`config.mk`:
```
export PLATFORM = sky130hd
export DESIGN_NAME = alu_pipe_flat
export DESIGN_NICKNAME = d
export VERILOG_FILES = /design/src/rtl/alu_pipe_pkg.sv /design/src/rtl/alu_pipe_if.sv /design/src/rtl/alu_pipe_mul.sv /design/src/rtl/alu_pipe.sv /design/src/flat_wrapper.sv
export SDC_FILE = /design/constraint.sdc
export NUM_CORES = 1
export LEC_CHECK = 0
export CORE_MARGIN = 10
export CORE_UTILIZATION = 45
export CTS_CLUSTER_DIAMETER = 200
export DETAILED_ROUTE_END_ITERATION = 7
export GPL_ROUTABILITY_DRIVEN = 0
export PLACE_DENSITY = 0.71
export SLEW_MARGIN = 20
export SYNTH_ARGS = -nofsm -noshare
export SYNTH_HDL_FRONTEND = slang
export SYNTH_SLANG_ARGS = --single-unit
```
`constraint.sdc`:
```
create_clock -name clk -period 3.6 [get_ports clk]
set_input_delay 0.36 -clock clk [delete_from_list [all_inputs] [get_ports clk]]
set_output_delay 0.36 -clock clk [all_outputs]
set_load 0.01 [all_outputs]
```
`src/rtl/alu_pipe_pkg.sv`:
```
// Shared types for the handshaked ALU pipe: opcodes, FSM states, flag bundle.
package alu_pipe_pkg;

  typedef enum logic [3:0] {
    OP_ADD = 4'd0,
    OP_SUB = 4'd1,
    OP_AND = 4'd2,
    OP_OR  = 4'd3,
    OP_XOR = 4'd4,
    OP_SHL = 4'd5,
    OP_SHR = 4'd6,
    OP_SRA = 4'd7,
    OP_MUL = 4'd8
  } alu_op_e;

  typedef enum logic [1:0] {
    ST_IDLE,
    ST_MUL,
    ST_DONE
  } state_e;

  typedef struct packed {
    logic carry;
    logic zero;
    logic overflow;
    logic error;
  } alu_flags_t;

  localparam int OP_LAST_LEGAL = 8;

  // MUL counts as illegal when the multiplier is not built.
  function automatic logic op_is_legal(input alu_op_e op, input bit mul_en);
    if (op == OP_MUL) return logic'(mul_en);
    return (32'(op) <= OP_LAST_LEGAL);
  endfunction

endpackage

```
`src/rtl/alu_pipe_if.sv`:
```
// Input and output valid/ready channels of alu_pipe bundled in one interface.
interface alu_pipe_if #(
  parameter int WIDTH = 8,
  parameter int TAG_W = 4
);
  import alu_pipe_pkg::*;

  logic             in_valid;
  logic             in_ready;
  alu_op_e          in_op;
  logic [WIDTH-1:0] in_a;
  logic [WIDTH-1:0] in_b;
  logic [TAG_W-1:0] in_tag;

  logic             out_valid;
  logic             out_ready;
  logic [WIDTH-1:0] out_result;
  logic [WIDTH-1:0] out_result_hi;
  logic [TAG_W-1:0] out_tag;
  logic             out_carry;
  logic             out_zero;
  logic             out_overflow;
  logic             out_error;

  modport slave (
    input  in_valid, in_op, in_a, in_b, in_tag, out_ready,
    output in_ready, out_valid, out_result, out_result_hi, out_tag,
           out_carry, out_zero, out_overflow, out_error
  );

  modport master (
    output in_valid, in_op, in_a, in_b, in_tag, out_ready,
    input  in_ready, out_valid, out_result, out_result_hi, out_tag,
           out_carry, out_zero, out_overflow, out_error
  );

endinterface

```
`src/rtl/alu_pipe_mul.sv`:
```
// Iterative shift-add unsigned multiplier, one partial product per cycle.
module alu_pipe_mul #(
  parameter int WIDTH = 8
) (
  input  logic               clk,
  input  logic               reset,
  input  logic               start,
  input  logic [WIDTH-1:0]   a,
  input  logic [WIDTH-1:0]   b,
  output logic               done,
  output logic [2*WIDTH-1:0] prod
);

  localparam int CNT_W = $clog2(WIDTH + 1);

  logic [2*WIDTH-1:0] r_acc;
  logic [2*WIDTH-1:0] r_mcand;
  logic [WIDTH-1:0]   r_mplier;
  logic [CNT_W-1:0]   r_cnt;
  logic [2*WIDTH-1:0] w_acc_nxt;

  assign w_acc_nxt = r_acc + (r_mplier[0] ? r_mcand : '0);

  // done flags the cycle whose step finishes the product, so the consumer
  // registers prod (the combinational final sum) WIDTH edges after start.
  assign done = (r_cnt == CNT_W'(1));
  assign prod = w_acc_nxt;

  always_ff @(posedge clk or negedge reset) begin
    if (!reset) begin
      r_acc    <= '0;
      r_mcand  <= '0;
      r_mplier <= '0;
      r_cnt    <= '0;
    end else if (start) begin
      r_acc    <= '0;
      r_mcand  <= {{WIDTH{1'b0}}, a};
      r_mplier <= b;
      r_cnt    <= CNT_W'(WIDTH);
    end else if (r_cnt != '0) begin
      r_acc    <= w_acc_nxt;
      r_mcand  <= r_mcand << 1;
      r_mplier <= r_mplier >> 1;
      r_cnt    <= r_cnt - CNT_W'(1);
    end
  end

endmodule

```
`src/rtl/alu_pipe.sv`:
```
// Handshaked ALU: one-cycle ops, optional WIDTH-cycle multiply, depth-1 result.
module alu_pipe
  import alu_pipe_pkg::*;
#(
  parameter int WIDTH  = 8,
  parameter int TAG_W  = 4,
  parameter bit MUL_EN = 1'b1
) (
  input  logic       clk,
  input  logic       reset,
  alu_pipe_if.slave  bus
);

  localparam int SH_W = $clog2(WIDTH);

  state_e             r_state, w_state_nxt;
  logic [WIDTH-1:0]   r_res, r_res_hi;
  logic [TAG_W-1:0]   r_tag;
  alu_flags_t         r_flags;

  logic               w_in_ready, w_accept, w_is_mul;
  logic               w_load_alu, w_load_mul;
  logic               w_mul_start, w_mul_done;
  logic [2*WIDTH-1:0] w_mul_prod;

  logic [SH_W-1:0]    w_sh;
  logic [WIDTH:0]     w_sum, w_diff, w_shl, w_shr, w_sra;
  logic [WIDTH-1:0]   w_res;
  alu_flags_t         w_flags;

  // Handshake
  assign w_in_ready  = reset && (r_state != ST_MUL) &&
                       ((r_state == ST_IDLE) || bus.out_ready);
  assign w_accept    = bus.in_valid && w_in_ready;
  assign w_is_mul    = MUL_EN && (bus.in_op == OP_MUL);
  assign w_mul_start = w_accept && w_is_mul;
  assign w_load_alu  = w_accept && !w_is_mul;
  assign w_load_mul  = (r_state == ST_MUL) && w_mul_done;

  // Single-cycle datapath; shifts are widened by one bit to catch carry-out.
  always_comb begin
    w_sh    = bus.in_b[SH_W-1:0];
    w_sum   = {1'b0, bus.in_a} + {1'b0, bus.in_b};
    w_diff  = {1'b0, bus.in_a} - {1'b0, bus.in_b};
    w_shl   = {1'b0, bus.in_a} << w_sh;
    w_shr   = {bus.in_a, 1'b0} >> w_sh;
    w_sra   = $signed({bus.in_a, 1'b0}) >>> w_sh;
    w_res   = '0;
    w_flags = '0;
    unique case (bus.in_op)
      OP_ADD: begin
        w_res            = w_sum[WIDTH-1:0];
        w_flags.carry    = w_sum[WIDTH];
        w_flags.overflow = (bus.in_a[WIDTH-1] == bus.in_b[WIDTH-1]) &&
                           (w_sum[WIDTH-1] != bus.in_a[WIDTH-1]);
      end
      OP_SUB: begin
        w_res            = w_diff[WIDTH-1:0];
        w_flags.carry    = w_diff[WIDTH];
        w_flags.overflow = (bus.in_a[WIDTH-1] != bus.in_b[WIDTH-1]) &&
                           (w_diff[WIDTH-1] != bus.in_a[WIDTH-1]);
      end
      OP_AND: w_res = bus.in_a & bus.in_b;
      OP_OR:  w_res = bus.in_a | bus.in_b;
      OP_XOR: w_res = bus.in_a ^ bus.in_b;
      OP_SHL: begin
        w_res         = w_shl[WIDTH-1:0];
        w_flags.carry = w_shl[WIDTH];
      end
      OP_SHR: begin
        w_res         = w_shr[WIDTH:1];
        w_flags.carry = w_shr[0];
      end
      OP_SRA: begin
        w_res         = w_sra[WIDTH:1];
        w_flags.carry = w_sra[0];
      end
      default: ;
    endcase
    if (!op_is_legal(bus.in_op, MUL_EN)) begin
      w_res         = '0;
      w_flags       = '0;
      w_flags.error = 1'b1;
    end
    w_flags.zero = (w_res == '0);
  end

  generate
    if (MUL_EN) begin : g_mul
      alu_pipe_mul #(.WIDTH(WIDTH)) u_mul (
        .clk   (clk),
        .reset (reset),
        .start (w_mul_start),
        .a     (bus.in_a),
        .b     (bus.in_b),
        .done  (w_mul_done),
        .prod  (w_mul_prod)
      );
    end else begin : g_no_mul
      assign w_mul_done = 1'b0;
      assign w_mul_prod = '0;
    end
  endgenerate

  // FSM
  always_ff @(posedge clk or negedge reset) begin
    if (!reset) r_state <= ST_IDLE;
    else        r_state <= w_state_nxt;
  end

  always_comb begin
    w_state_nxt = r_state;
    unique case (r_state)
      ST_IDLE: if (w_accept) w_state_nxt = w_is_mul ? ST_MUL : ST_DONE;
      ST_MUL:  if (w_mul_done) w_state_nxt = ST_DONE;
      ST_DONE: begin
        if (w_accept)           w_state_nxt = w_is_mul ? ST_MUL : ST_DONE;
        else if (bus.out_ready) w_state_nxt = ST_IDLE;
      end
      default: w_state_nxt = ST_IDLE;
    endcase
  end

  // Result register; tag is latched at accept so MUL carries it across.
  always_ff @(posedge clk or negedge reset) begin
    if (!reset) begin
      r_res    <= '0;
      r_res_hi <= '0;
      r_tag    <= '0;
      r_flags  <= '0;
    end else if (w_accept) begin
      r_tag <= bus.in_tag;
      if (w_load_alu) begin
        r_res    <= w_res;
        r_res_hi <= '0;
        r_flags  <= w_flags;
      end
    end else if (w_load_mul) begin
      r_res          <= w_mul_prod[WIDTH-1:0];
      r_res_hi       <= w_mul_prod[2*WIDTH-1:WIDTH];
      r_flags        <= '0;
      r_flags.carry  <= (w_mul_prod[2*WIDTH-1:WIDTH] != '0);
      r_flags.zero   <= (w_mul_prod == '0);
    end
  end

  assign bus.in_ready      = w_in_ready;
  assign bus.out_valid     = (r_state == ST_DONE);
  assign bus.out_result    = r_res;
  assign bus.out_result_hi = r_res_hi;
  assign bus.out_tag       = r_tag;
  assign bus.out_carry     = r_flags.carry;
  assign bus.out_zero      = r_flags.zero;
  assign bus.out_overflow  = r_flags.overflow;
  assign bus.out_error     = r_flags.error;

endmodule

```
`src/flat_wrapper.sv`:
```
// flat-port wrapper written by rule: the top's interface ports become plain ports
module alu_pipe_flat import alu_pipe_pkg::*;
#(
  parameter int WIDTH  = 8,
  parameter int TAG_W  = 4,
  parameter bit MUL_EN = 1'b1
)
  (clk, reset, bus_in_valid, bus_in_op, bus_in_a, bus_in_b, bus_in_tag, bus_out_ready, bus_in_ready, bus_out_valid, bus_out_result, bus_out_result_hi, bus_out_tag, bus_out_carry, bus_out_zero, bus_out_overflow, bus_out_error);
  alu_pipe_if #(.WIDTH(WIDTH), .TAG_W(TAG_W)) bus_i ();
  input  logic clk;
  input  logic reset;
  input wire logic [$bits(bus_i.in_valid)-1:0] bus_in_valid;
  input wire logic [$bits(bus_i.in_op)-1:0] bus_in_op;
  input wire logic [$bits(bus_i.in_a)-1:0] bus_in_a;
  input wire logic [$bits(bus_i.in_b)-1:0] bus_in_b;
  input wire logic [$bits(bus_i.in_tag)-1:0] bus_in_tag;
  input wire logic [$bits(bus_i.out_ready)-1:0] bus_out_ready;
  output wire logic [$bits(bus_i.in_ready)-1:0] bus_in_ready;
  output wire logic [$bits(bus_i.out_valid)-1:0] bus_out_valid;
  output wire logic [$bits(bus_i.out_result)-1:0] bus_out_result;
  output wire logic [$bits(bus_i.out_result_hi)-1:0] bus_out_result_hi;
  output wire logic [$bits(bus_i.out_tag)-1:0] bus_out_tag;
  output wire logic [$bits(bus_i.out_carry)-1:0] bus_out_carry;
  output wire logic [$bits(bus_i.out_zero)-1:0] bus_out_zero;
  output wire logic [$bits(bus_i.out_overflow)-1:0] bus_out_overflow;
  output wire logic [$bits(bus_i.out_error)-1:0] bus_out_error;
  assign bus_i.in_valid = bus_in_valid;
  assign bus_i.in_op = bus_in_op;
  assign bus_i.in_a = bus_in_a;
  assign bus_i.in_b = bus_in_b;
  assign bus_i.in_tag = bus_in_tag;
  assign bus_i.out_ready = bus_out_ready;
  assign bus_in_ready = bus_i.in_ready;
  assign bus_out_valid = bus_i.out_valid;
  assign bus_out_result = bus_i.out_result;
  assign bus_out_result_hi = bus_i.out_result_hi;
  assign bus_out_tag = bus_i.out_tag;
  assign bus_out_carry = bus_i.out_carry;
  assign bus_out_zero = bus_i.out_zero;
  assign bus_out_overflow = bus_i.out_overflow;
  assign bus_out_error = bus_i.out_error;
  alu_pipe #(.WIDTH(WIDTH), .TAG_W(TAG_W), .MUL_EN(MUL_EN)) u_core (.clk(clk), .reset(reset), .bus(bus_i));
endmodule
```
==> results of run 1 <==
-- layer usage --
layer	share of wire [%]	wire (um)
met3	6.8	1110
met5	0	0
met4	2.7	429
met2	47	7680
met1	43	6960
-- path summary, 6_finish.rpt --
| path | start | endpoint | slack [ns] |
|---|---|---|---|
| worst min-delay path | reset | u_core.g_mul.u_mul.r_mplier[7]$_DFFE_PN0P_ | 0.34 |
| max in group asynchronous | reset | u_core.bus.out_result[7]$_DFFE_PN0P_ | 2.69 |
| worst max-delay path | u_core.g_mul.u_mul.r_mcand[0]$_DFFE_PN0P_ | u_core.bus.out_carry$_DFFE_PN0P_ | 0.49 |
| worst min register to register | u_core.bus.out_tag[2]$_DFFE_PN0P_ | u_core.bus.out_tag[2]$_DFFE_PN0P_ | 0.47 |
| min in group clk | u_core.bus.out_tag[2]$_DFFE_PN0P_ | u_core.bus.out_tag[2]$_DFFE_PN0P_ | 0.47 |
| worst max register to register | u_core.g_mul.u_mul.r_mcand[0]$_DFFE_PN0P_ | u_core.bus.out_carry$_DFFE_PN0P_ | 0.49 |
-- report_power, final --
part / switching [mW] / internal, mW
clock network: 0.319 / 0.481
logic: 0.727 / 0.543
registers: 0.132 / 0.982
-- worst max-delay path, cell delays in order, from the launching register on --
cell	delay (ns)
dfrtp_1	0.36
and2_1	0.13
ha_1	0.16
inv_1	0.05
fa_1	0.40
nor2b_1	0.18
o211ai_1	0.17
a211oi_1	0.38
o22ai_1	0.18
xnor2_1	0.19
nor4_1	0.28
nand4_1	0.19
a221o_1	0.33
-- registers in the layout, indices dropped and copies added (netlist names), 2 cells and up --
name,cells
u_core.bus.out_result,8
u_core.bus.out_result_hi,8
u_core.bus.out_tag,4
u_core.g_mul.u_mul.r_acc,16
u_core.g_mul.u_mul.r_cnt,4
u_core.g_mul.u_mul.r_mcand,16
u_core.g_mul.u_mul.r_mplier,8
u_core.r_state,2
-- area by class of cell --
| class | instances | area [um^2] | share of cell area, % |
|---|---|---|---|
| Multi-Input combinational cell | 550 | 3750 | 54.9 |
| Sequential cell | 70 | 1750 | 25.7 |
| Timing Repair Buffer | 75 | 703 | 10.3 |
| Clock buffer | 12 | 246 | 3.61 |
| Tap cell | 172 | 215 | 3.15 |
| Inverter | 37 | 139 | 2.03 |
| Clock inverter | 3 | 21.3 | 0.312 |
-- placed cells by master, fill, tap and decap left out, types with 7 or more instances in the layout --
master / n
nand2_1: 101
dfrtp_1: 70
nor2_1: 61
a21oi_1: 54
clkdlybuf4s50_1: 52
o21ai_0: 45
ha_1: 43
inv_1: 36
mux2i_1: 25
buf_4: 21
and2_1: 19
nor3_1: 16
xnor2_1: 14
nand3_1: 12
nor2b_1: 10
mux4_2: 10
a211oi_1: 10
clkbuf_16: 9
nand2b_1: 8
o211ai_1: 7
-- cells by family (layout without fill, tap and decap cells) --
family	count (synthesis)	after routing
DFF	70	70
muxes	39	39
AOI/OAI and AO/OA	184	184
buffers and inverters	82	127
xor gates and xnor gates	20	20
adders and majority gates	46	46
and+or+nand+nor	261	261
-- through the flow --
stage	instances	setup slack (ns)	util, %
after floorplan	702	0.728	-
final	919	0.494	53.9
after global placement	904	0.429	51.8
after CTS	919	0.511	53.9
after detailed placement	904	0.317	51.8
after global routing	919	0.281	53.9
==> metrics list, run 1 <==
- Final antenna diode count: 0
- Fraction of layout cells with a size suffix above 1: just under 10%
- Commonest register cell after synthesis: dfrtp_1
- By area the synthesized netlist is led by dfrtp_1 30%, ha_1 9.2%, nand2_1 6.5%, a21oi_1 4.6%, mux2i_1 4.3%.
- Yosys top cell by area: dfrtp_1
- Via count of the routed design: 5395
- Commonest cells post-synth: 101 x nand2_1, 70 x dfrtp_1, 62 x nor2_1
* Hold Fails Final Rpt: 0
* Busiest grt layer: met2
- Final total power: 3.18 mW
- In this run the mean area of a mapped cell was about 8.4 um^2.
- Number of distinct library cell variants in the gate-level netlist after synthesis: slightly above 80
- In this run the horizontal extent of the chip is roughly 130 um.
* Post-synth EDFFs: 0
* Fill cells: about 1200
* CTS H-tree depth: 3
- Total CTS buffers: 9
- Antenna Nets Post-Route: 0
* Total power density per cell area: between 400 and 500 nW/um^2
* DRC Markers: 0
- Number of vias per cell after detailed routing: 5.87
- Summing the areas of all compound-gate instances in the mapped netlist gives between 20% and 30% of the synthesized area.
- WL per Instance: 17.6 um
- Multiplexer fraction of the synthesized cell area: under 10%
- Across all hold checks on the routed design, the worst slack comes to about 0.34 ns.
* Aggregate global routing overflow: 0
- Data on the critical path arrives at its endpoint at ~3.3 ns.
* Post-synthesis adder-cell area fraction: about a tenth
- Entering global routing, the biggest net connects slightly above 70 pins.
- Port bufs: 53
* Core region area: about 13000 um^2
* CTS root buffer: clkbuf_16
- Longest Clk Path Bufs: 2
* Floorplan die area: 18000 um^2
- For the final routed database, the setup TNS stands at 0 ns.
* Worst Path Required: between 3 and 4 ns
* Share of the synthesized netlist area taken by xor and xnor gates: 2.99%
* Number of placed I/O pins: 54
- In this run, the number of DRC markers left after iteration 0 of detailed routing was between 600 and 700.
- In this run, synthesis produced a sequential element count of 70.
- Summed over all cells, the static leakage comes to slightly below 3 nW.
* Type of the worst min-delay path: primary input to async pin
- Number of buffers added to fix hold violations after cts: 0
- Sequential elements use approximately 30% of the synthesized area.
- Worst-case vdd ir drop: around 290 uV
- Post-CTS timing repair inserted 0 buffers for setup.
* Number of pins with negative max-slew slack in the final report: 0
- First-pass GRT wire length: about 26 mm
* Tot GR Track Use: about 18%
- Global-route track usage on met1: a little over a fifth
- Max-cap viol count: 0
* Most frequently used cell type in the post-synthesis netlist: nand2_1
* Gate count after technology mapping: between 700 and 800
- CTS tree: built
- After routing the design area is 6830 um^2.
* Row cnt: just over 40
* GR Layer Usage met2: 30.5%
- In this run, post-CTS repair resized a total of 0 instances.
- Clock Sinks: 70
- The critical path is of the register to register type.
- Setup violations remaining at the end of the flow were counted as 0.
- Actual transition at the worst max-transition pin: approximately 1.0 ns
* Synthesized cell area: 5870 um^2
- HPWL Detailed: around 12 mm
* Yosys warnings: 0
- Once the floorplan was initialized, standard cells occupied 46.3% of the core.
* Worst Skew: ~0.0085 ns
- Global routing consumed, on the met3 layer, 3.10% of the routing resources.
* Crit path time final: 3.11 ns
- Unrepaired setup endpoints after global routing: false
* Worst setup SP type: register
* Number of antenna violations at the first check in global routing: 0
- STA classifies the critical path endpoint as a register.
- By area, the combinational part of the netlist is dominated by compound AO/OA/AOI/OAI gates.
- Cell depth of the worst flop-to-flop path: 12
- Synth-to-layout area growth: 16.3%
* Top fanout value on the critical path: 4
* Placed cell area: about 6600 um^2
* Chip Height: around 130 um
- Net count of the finished layout: ~820
- Latest clock arrival within the worst-skew pair: between 0.3 and 0.4 ns
- Synthesis produced a netlist with a net count of ~780.
- Number of global-route vias before repair: between 5000 and 6000
* Clock transition time at the flip-flop clock pins of the worst setup and hold paths: about 0.050 ns
* Area share of the leading cell type in the synthesized netlist: 29.9%
* Fraction of the cycle the final worst path needs: 86.3%
- In this run the tightest slew margin relative to its limit is a little over 30%.
* Maximum clock frequency: around 320 MHz
- The flow ran to the end, and the final reports show no timing, DRC or antenna violations.
* Overall routed net length: ~16 mm
- For this run, asynchronously set or reset flops after synthesis account for between 90% and 100%.
* Number of iterations in the first detailed-routing pass: 5
- After Yosys synthesis, and, or, nand and nor cells account for a little over a fifth of the synthesized area.
Power figures use the tool's default switching activity.
==> run 2, diff against run 1 <==
--- a/config.mk
+++ b/config.mk
@@ -5,12 +5,13 @@
 export SDC_FILE = /design/constraint.sdc
 export NUM_CORES = 1
 export LEC_CHECK = 0
-export CORE_MARGIN = 10
+export CAP_MARGIN = 20
 export CORE_UTILIZATION = 45
 export CTS_CLUSTER_DIAMETER = 200
 export DETAILED_ROUTE_END_ITERATION = 7
 export GPL_ROUTABILITY_DRIVEN = 0
 export PLACE_DENSITY = 0.71
+export SKIP_CTS_REPAIR_TIMING = 1
 export SLEW_MARGIN = 20
 export SYNTH_ARGS = -nofsm -noshare
 export SYNTH_HDL_FRONTEND = slang
==> run 2 against run 1 <==
Compared with the run above: sequential power is essentially flat; die area fell by 25%; design area is 0.35% higher; maximum frequency fell by 0.52%; routed wire length decreased by 3.4%; first-iteration DRC count decreased by 27%; critical path type unchanged; flip-flop and latch count is the same.
==> metrics list, run 2 (synthesis results as in run 1) <==
* Met3 WL: approximately 1.1 mm
- Setup violations remaining at the end of the flow were counted as 0.
- Of the total power, registers draw between 30 and 40%.
- Initial cell density of the core: between 40% and 50%
- Of all nets on the critical path, the largest fanout is 4.
- Unrepaired setup endpoints after global routing: false
- Number of placed I/O pins: between 50 and 60
- Maximum number of pins on one net before global-route repair: ~70
- Number of global-route vias before repair: slightly above 5000
- Synth-to-layout area growth: 16.7%
- The design draws 3.21 mW.
- Commonest non-fill, non-tap cells in the layout: 101 x nand2_1, 70 x dfrtp_1, 61 x nor2_1, 54 x a21oi_1, 52 x clkdlybuf4s50_1
- The number of max-slew violations in the final report is 0.
- Total power density per cell area: roughly 470 nW/um^2
* Part of the power in the clock network: between 20% and 30%
- The routed design uses 7.25 mm of met2 wire.
* Fraction of the cycle the final worst path needs: 86.7%
- CTS saw 70 sinks.
* Number of antenna violations at the first check in global routing: 0
* Latest clock arrival within the worst-skew pair: approximately 0.34 ns
- Worst Skew: approximately 0.0059 ns
- Net count of the finished layout: 819
* Type of destination of the critical path: register
* Cell depth of the worst flop-to-flop path: 12
- Max-cap violations in this run came to 0.
- Clock transition time at the flip-flop clock pins of the worst setup and hold paths: about 0.06 ns
* DRT met1 WL: between 6 and 7 mm
- At the pin with the least slew margin, the transition time is ~1.0 ns.
- Largest registers in the final layout: u_core.g_mul.u_mul.r_acc: 16 flops, u_core.g_mul.u_mul.r_mcand: 16 flops
- Wires add up to ~16 mm.
- TritonCTS built the clock tree.
- VDD sags by at most roughly 240 uV.
- Across all layers, the routed design uses between 5000 and 6000 vias.
* Longest Clk Path Bufs: 2
- Switching part of the total: between 30 and 40%
- Worst reg2reg setup slack: roughly 0.48 ns
- Global routing used around 24% of the available tracks across all layers.
- The total count of hold-check failures in the final report was 0.
- Final antenna diode count: 0
- Data arrives at the worst endpoint at 3.35 ns.
- Measured on the finished design, the core utilization comes to between 50% and 60%.
- By startpoint and endpoint, the worst setup path is classified as register to register.
- Once detailed placement completed, the half-perimeter wirelength came to 11.6 mm.
- First-pass GRT wire length: 25.6 mm
- Power Internal: 2.01 mW
- The analysis attributes to cell leakage a power of about 3.0 nW.
- The number of clock buffers added by TritonCTS is 9.
- Headroom to the max-slew limit came out at a little under a third.
- Derived from the worst setup path, the maximum achievable clock frequency is between 300 and 400 MHz.
- The floorplan step set the die height to approximately 120 um.
- The endpoint identified for the worst register-to-register timing path is u_core.bus.out_carry$_DFFE_PN0P_.
* Row cnt: a little over 40
- After detailed routing, the average wire length per cell comes to approximately 17 um.
- Using the TritonRoute via totals, the vias-per-cell ratio works out to about 5.9.
* Most common cell after layout, fill and taps aside: nand2_1
- Antenna Nets Post-Route: 0
* Worst path setup slack after routing: 0.478 ns
- Crit path time final: around 3.1 ns
* Fraction of layout cells with a size suffix above 1: around 10%
* Floorplan die area: approximately 14000 um^2
* Die boundary width: 116 um
* Sum of negative setup slack: 0 ns
* Type of the worst min-delay path: primary input to async pin
- Port bufs: 53
- Top metal layer carrying routed signals: met4
* CTS H-tree depth: 3
- Post-Place Worst Slack: 0.278 ns
* DRC Markers: 0
- The startpoint identified for the worst register-to-register timing path is u_core.g_mul.u_mul.r_mcand[0]$_DFFE_PN0P_.
- The first detailed-routing pass ran for 7 iterations.
- Aggregate global routing overflow: 0
- Core region area: between 10000 and 15000 um^2
- Reported net switching power: roughly 1.2 mW
* Worst setup SP type: register
- Worst Path Required: ~3.8 ns
* Result of the run: complete, no violations
- After the first detailed-routing iteration, the DRC count stood at 490.
* CTS root buffer: clkbuf_16
- Per report_power, the combinational group accounts for between 30% and 40% of the total.
[run 2: routing by layer]
metal  vias up  track usage (%)
met5         -                0
met1      2562             31.7
met2       246             39.4
met3        46             4.31
met4         0             11.7
li1       2569                -
[run 2: metrics by stage]
stage                     area, um^2  hold WS, ns  std cells
after floorplan                 5870       0.0644        702
after global placement          6570        0.456        906
after detailed placement        6570        0.468        906
after CTS                       6850        0.390        922
after global routing            6850        0.417        922
final                           6850        0.331        922
[run 2: critical path, stage by stage, from the launching register on]
cell and delay [ns]:
dfrtp_1 0.36, and2_1 0.13, ha_1 0.16, inv_1 0.05, fa_1 0.40, nor2b_1 0.19, o211ai_1 0.16, a211oi_1 0.40
o22ai_1 0.17, xnor2_1 0.18, nor4_1 0.28, nand4_1 0.19, a221o_1 0.33
[run 2: final cells by class]
cell class / count / area, um^2
Fill cell: 1210 / 5820
Multi-Input combinational cell: 550 / 3750
Sequential cell: 70 / 1750
Timing Repair Buffer: 77 / 718
Clock buffer: 11 / 243
Tap cell: 172 / 215
Inverter: 37 / 139
Clock inverter: 5 / 33.8
[run 2: worst max path at each step]
| stage | startpoint | to | slack (ns) | cells after the start |
|---|---|---|---|---|
| after global routing | u_core.g_mul.u_mul.r_mcand[0]$_DFFE_PN0P_ | u_core.bus.out_carry$_DFFE_PN0P_ | 0.18 | 12 |
| final | u_core.g_mul.u_mul.r_mcand[0]$_DFFE_PN0P_ | u_core.bus.out_carry$_DFFE_PN0P_ | 0.48 | 12 |
| after CTS | u_core.g_mul.u_mul.r_mcand[0]$_DFFE_PN0P_ | u_core.bus.out_carry$_DFFE_PN0P_ | 0.49 | 12 |
| after floorplan | u_core.g_mul.u_mul.r_mplier[0]$_DFFE_PN0P_ | u_core.bus.out_carry$_DFFE_PN0P_ | 0.73 | 11 |
| after global placement | bus_in_b[4] | u_core.bus.out_zero$_DFFE_PN0P_ | 0.38 | 10 |
| after detailed placement | bus_in_b[4] | u_core.bus.out_zero$_DFFE_PN0P_ | 0.28 | 10 |
[run 2: power groups by stage]
stage / Combinational [mW] / Clock (mW) / Sequential [mW]
final: 1.28 / 0.825 / 1.11
after global routing: 1.42 / 0.876 / 1.13
after CTS: 1.27 / 0.837 / 1.11
after detailed placement: 1.26 / 0 / 1.12
after global placement: 1.22 / 0 / 1.12
after floorplan: 0.854 / 0 / 1.12
==> run 3, diff against run 2 <==
--- a/config.mk
+++ b/config.mk
@@ -5,7 +5,9 @@
 export SDC_FILE = /design/constraint.sdc
 export NUM_CORES = 1
 export LEC_CHECK = 0
+export ABC_CLOCK_PERIOD_IN_PS = 3600
 export CAP_MARGIN = 20
+export CORE_ASPECT_RATIO = 0.5
 export CORE_UTILIZATION = 45
 export CTS_CLUSTER_DIAMETER = 200
 export DETAILED_ROUTE_END_ITERATION = 7
==> run 3 against run 2 <==
Compared with the run above: design area rose by 1.1%; final cell count is 0.11% higher; count of clock-buffer cells in the layout unchanged; flip-flop and latch count stayed put; critical path type unchanged; largest cell class unchanged.
==> metrics list, run 3 (synthesis results as in run 1) <==
* Floorplan die area: 13500 um^2
- Type of the worst min-delay path: primary input to async pin
- In this run the worst path has a maximum fanout of 4.
- From left edge to right edge, the die measures 163 um.
- Summing all placed instances gives a cell area of 6590 um^2.
* Final antenna diode count: 0
- Number of pins with negative max-slew slack in the final report: 0
- For the worst setup path, the data arrival time is ~3.3 ns.
- CTS root buffer: clkbuf_16
- TritonCTS built the clock tree.
- Global routing finished with a remaining overflow of 0.
- Setup violations remaining at the end of the flow were counted as 0.
* Post-Place Worst Slack: roughly 0.27 ns
- The worst setup path is of the register to register kind.
- The final layout contains routed wiring with a total length of 15.3 mm.
* Sequential fraction of design power: about 33%
* Largest registers in the final layout: u_core.g_mul.u_mul.r_acc: 16 flops, u_core.g_mul.u_mul.r_mcand: 16 flops
* Worst Skew: about 0.012 ns
- Walking the worst path, the cells encountered are and2_1 -> ha_1 -> inv_1 -> fa_1 -> nor2b_1 -> o211ai_1 -> a211oi_1 -> o22ai_1 -> xnor2_1 -> nor4_1 -> nand4_1 -> a221o_1.
- Tot GR Track Use: a little under a quarter
* Number of iterations in the first detailed-routing pass: 5
* GR Layer Usage met2: around two fifths
* Most common cell after layout, fill and taps aside: nand2_1
- After global routing, the most crowded layer is met2.
- Net switching is 35.2% of the power.
- For this run, global-route usage on met1 was measured as about 33%.
- From synthesis to final layout, the design area changed by 18.0%.
* Maximum clock frequency: 322 MHz
- Number of placed I/O pins: between 50 and 60
- TritonCTS created 9 clock buffers.
- The internal power of the cells totals about 2.2 mW.
- Sum of negative setup slack: 0 ns
- HPWL Detailed: 11.3 mm
* Commonest non-fill, non-tap cells in the layout: 101 x nand2_1, 70 x dfrtp_1, 61 x nor2_1, 54 x a21oi_1, 52 x clkdlybuf4s50_1
- The number of antenna violations at the first check in global routing is 0.
- From bottom edge to top edge, the die measures roughly 83 um.
* Launch point of the critical path: u_core.g_mul.u_mul.r_mcand[0]$_DFFE_PN0P_
- Placed instance count: ~910
* Clock transition time at the flip-flop clock pins of the worst setup and hold paths: around 0.060 ns
- Longest Clk Path Bufs: 2
- Critical register-to-register path startpoint: u_core.g_mul.u_mul.r_mcand[0]$_DFFE_PN0P_
- Number of standard cells in the layout, taps in and fillers out: a little over 900
* Buf+Inv Stages, Crit Path: 1
- Actual transition at the worst max-transition pin: approximately 0.90 ns
* Part of the power in the clock network: between 20 and 30%
- The core region is 12700 um^2.
- Clock Sinks: 70
* Initial cell density of the core: 46.2%
- In this design, the stage delay of the slowest critical-path cell is roughly 0.40 ns.
- Crit path max-delay cell type: fa_1
* Met3 routing resource usage after global routing: between 3 and 4%
* Worst path setup slack after routing: a little under 0.5 ns
* Hold Fails Final Rpt: 0
- The worst path in the final design needs a cycle of between 3 and 4 ns, including I/O delays and setup.
- Entering global routing, the biggest net connects around 70 pins.
- Relative slew margins: about two fifths
- After detailed routing, the average wire length per cell comes to roughly 17 um.
- Fraction of the cycle the final worst path needs: between 80% and 90%
* Antenna Nets Post-Route: 0
- At the worst endpoint, the required time is 3.82 ns.
- In the routed layout, each cell is associated on average with a via count of roughly 5.8.
- Row cnt: 29
- Fraction of layout cells with a size suffix above 1: between 10% and 20%
* Cell depth of the worst flop-to-flop path: 12
- Worst-case vdd ir drop: slightly below 300 uV
* CP delay by family, top: compound AO/OA/AOI/OAI gates
- The finished cells cover 6930 um^2.
* Leak: about 3 nW
- STA classifies the critical path startpoint as a register.
- Result of the run: complete, no violations
- Number of global-route vias before repair: between 5000 and 6000
* Gate power share: approximately 38%
- Total power density per cell area: ~480 nW/um^2
* Max-cap viol count: 0
* Reported net switching power: 1.18 mW
* DRC Markers: 0
* Unrepaired setup endpoints after global routing: false
- The worst setup path is captured at a register.
* Number of violations reported at the end of detailed-routing iteration 0: 476
- Final core utilization: about 55%
- Final worst hold slack: roughly 0.24 ns
- For this block, the via count after detailed routing is 5338.
* CP Depth: 12
- CTS H-tree depth: 3
- Buffers placed on the I/O ports in this run total 53.
* Net count of the finished layout: between 800 and 900
- Latest clock arrival within the worst-skew pair: between 0.3 and 0.4 ns
- The first global-routing pass estimated 25.4 mm of wire.
- Power comes to approximately 3.4 mW.
-- run 3: metal layers --
layer	part of all wire (%)	wire, um
met1	47	7130
met2	46	7070
met4	1.3	197
met3	5.7	866
met5	0	0
-- run 3: power by group through the flow --
stage	registers, mW	logic [mW]	clock network [mW]
5_1_grt	1.14	1.42	1.03
6_report	1.11	1.27	0.980
3_5_place_dp	1.12	1.26	0
4_1_cts	1.11	1.27	0.989
2_1_floorplan	1.12	0.854	0
3_3_place_gp	1.11	1.23	0
-- run 3: layout make-up --
cell class                 count  area [um^2]
inverter                      37          139
clock inverter                 5         81.3
sequential                    70         1750
clock buffer                  11          253
multi-input combinational    550         3750
tap                          170          213
timing repair buffer          80          741
fill                        1194         5770
-- run 3: path summary, 6_finish.rpt --
path | end | slack [ns]
worst min register to register | u_core.bus.out_result[1]$_DFFE_PN0P_ | 0.48
worst max register to register | u_core.bus.out_carry$_DFFE_PN0P_ | 0.49
worst max-delay path | u_core.bus.out_carry$_DFFE_PN0P_ | 0.49
max in group asynchronous | u_core.bus.out_zero$_DFFE_PN0P_ | 2.75
worst min-delay path | u_core.bus.out_result_hi[2]$_DFFE_PN0P_ | 0.24
min in group clk | u_core.bus.out_result[1]$_DFFE_PN0P_ | 0.48
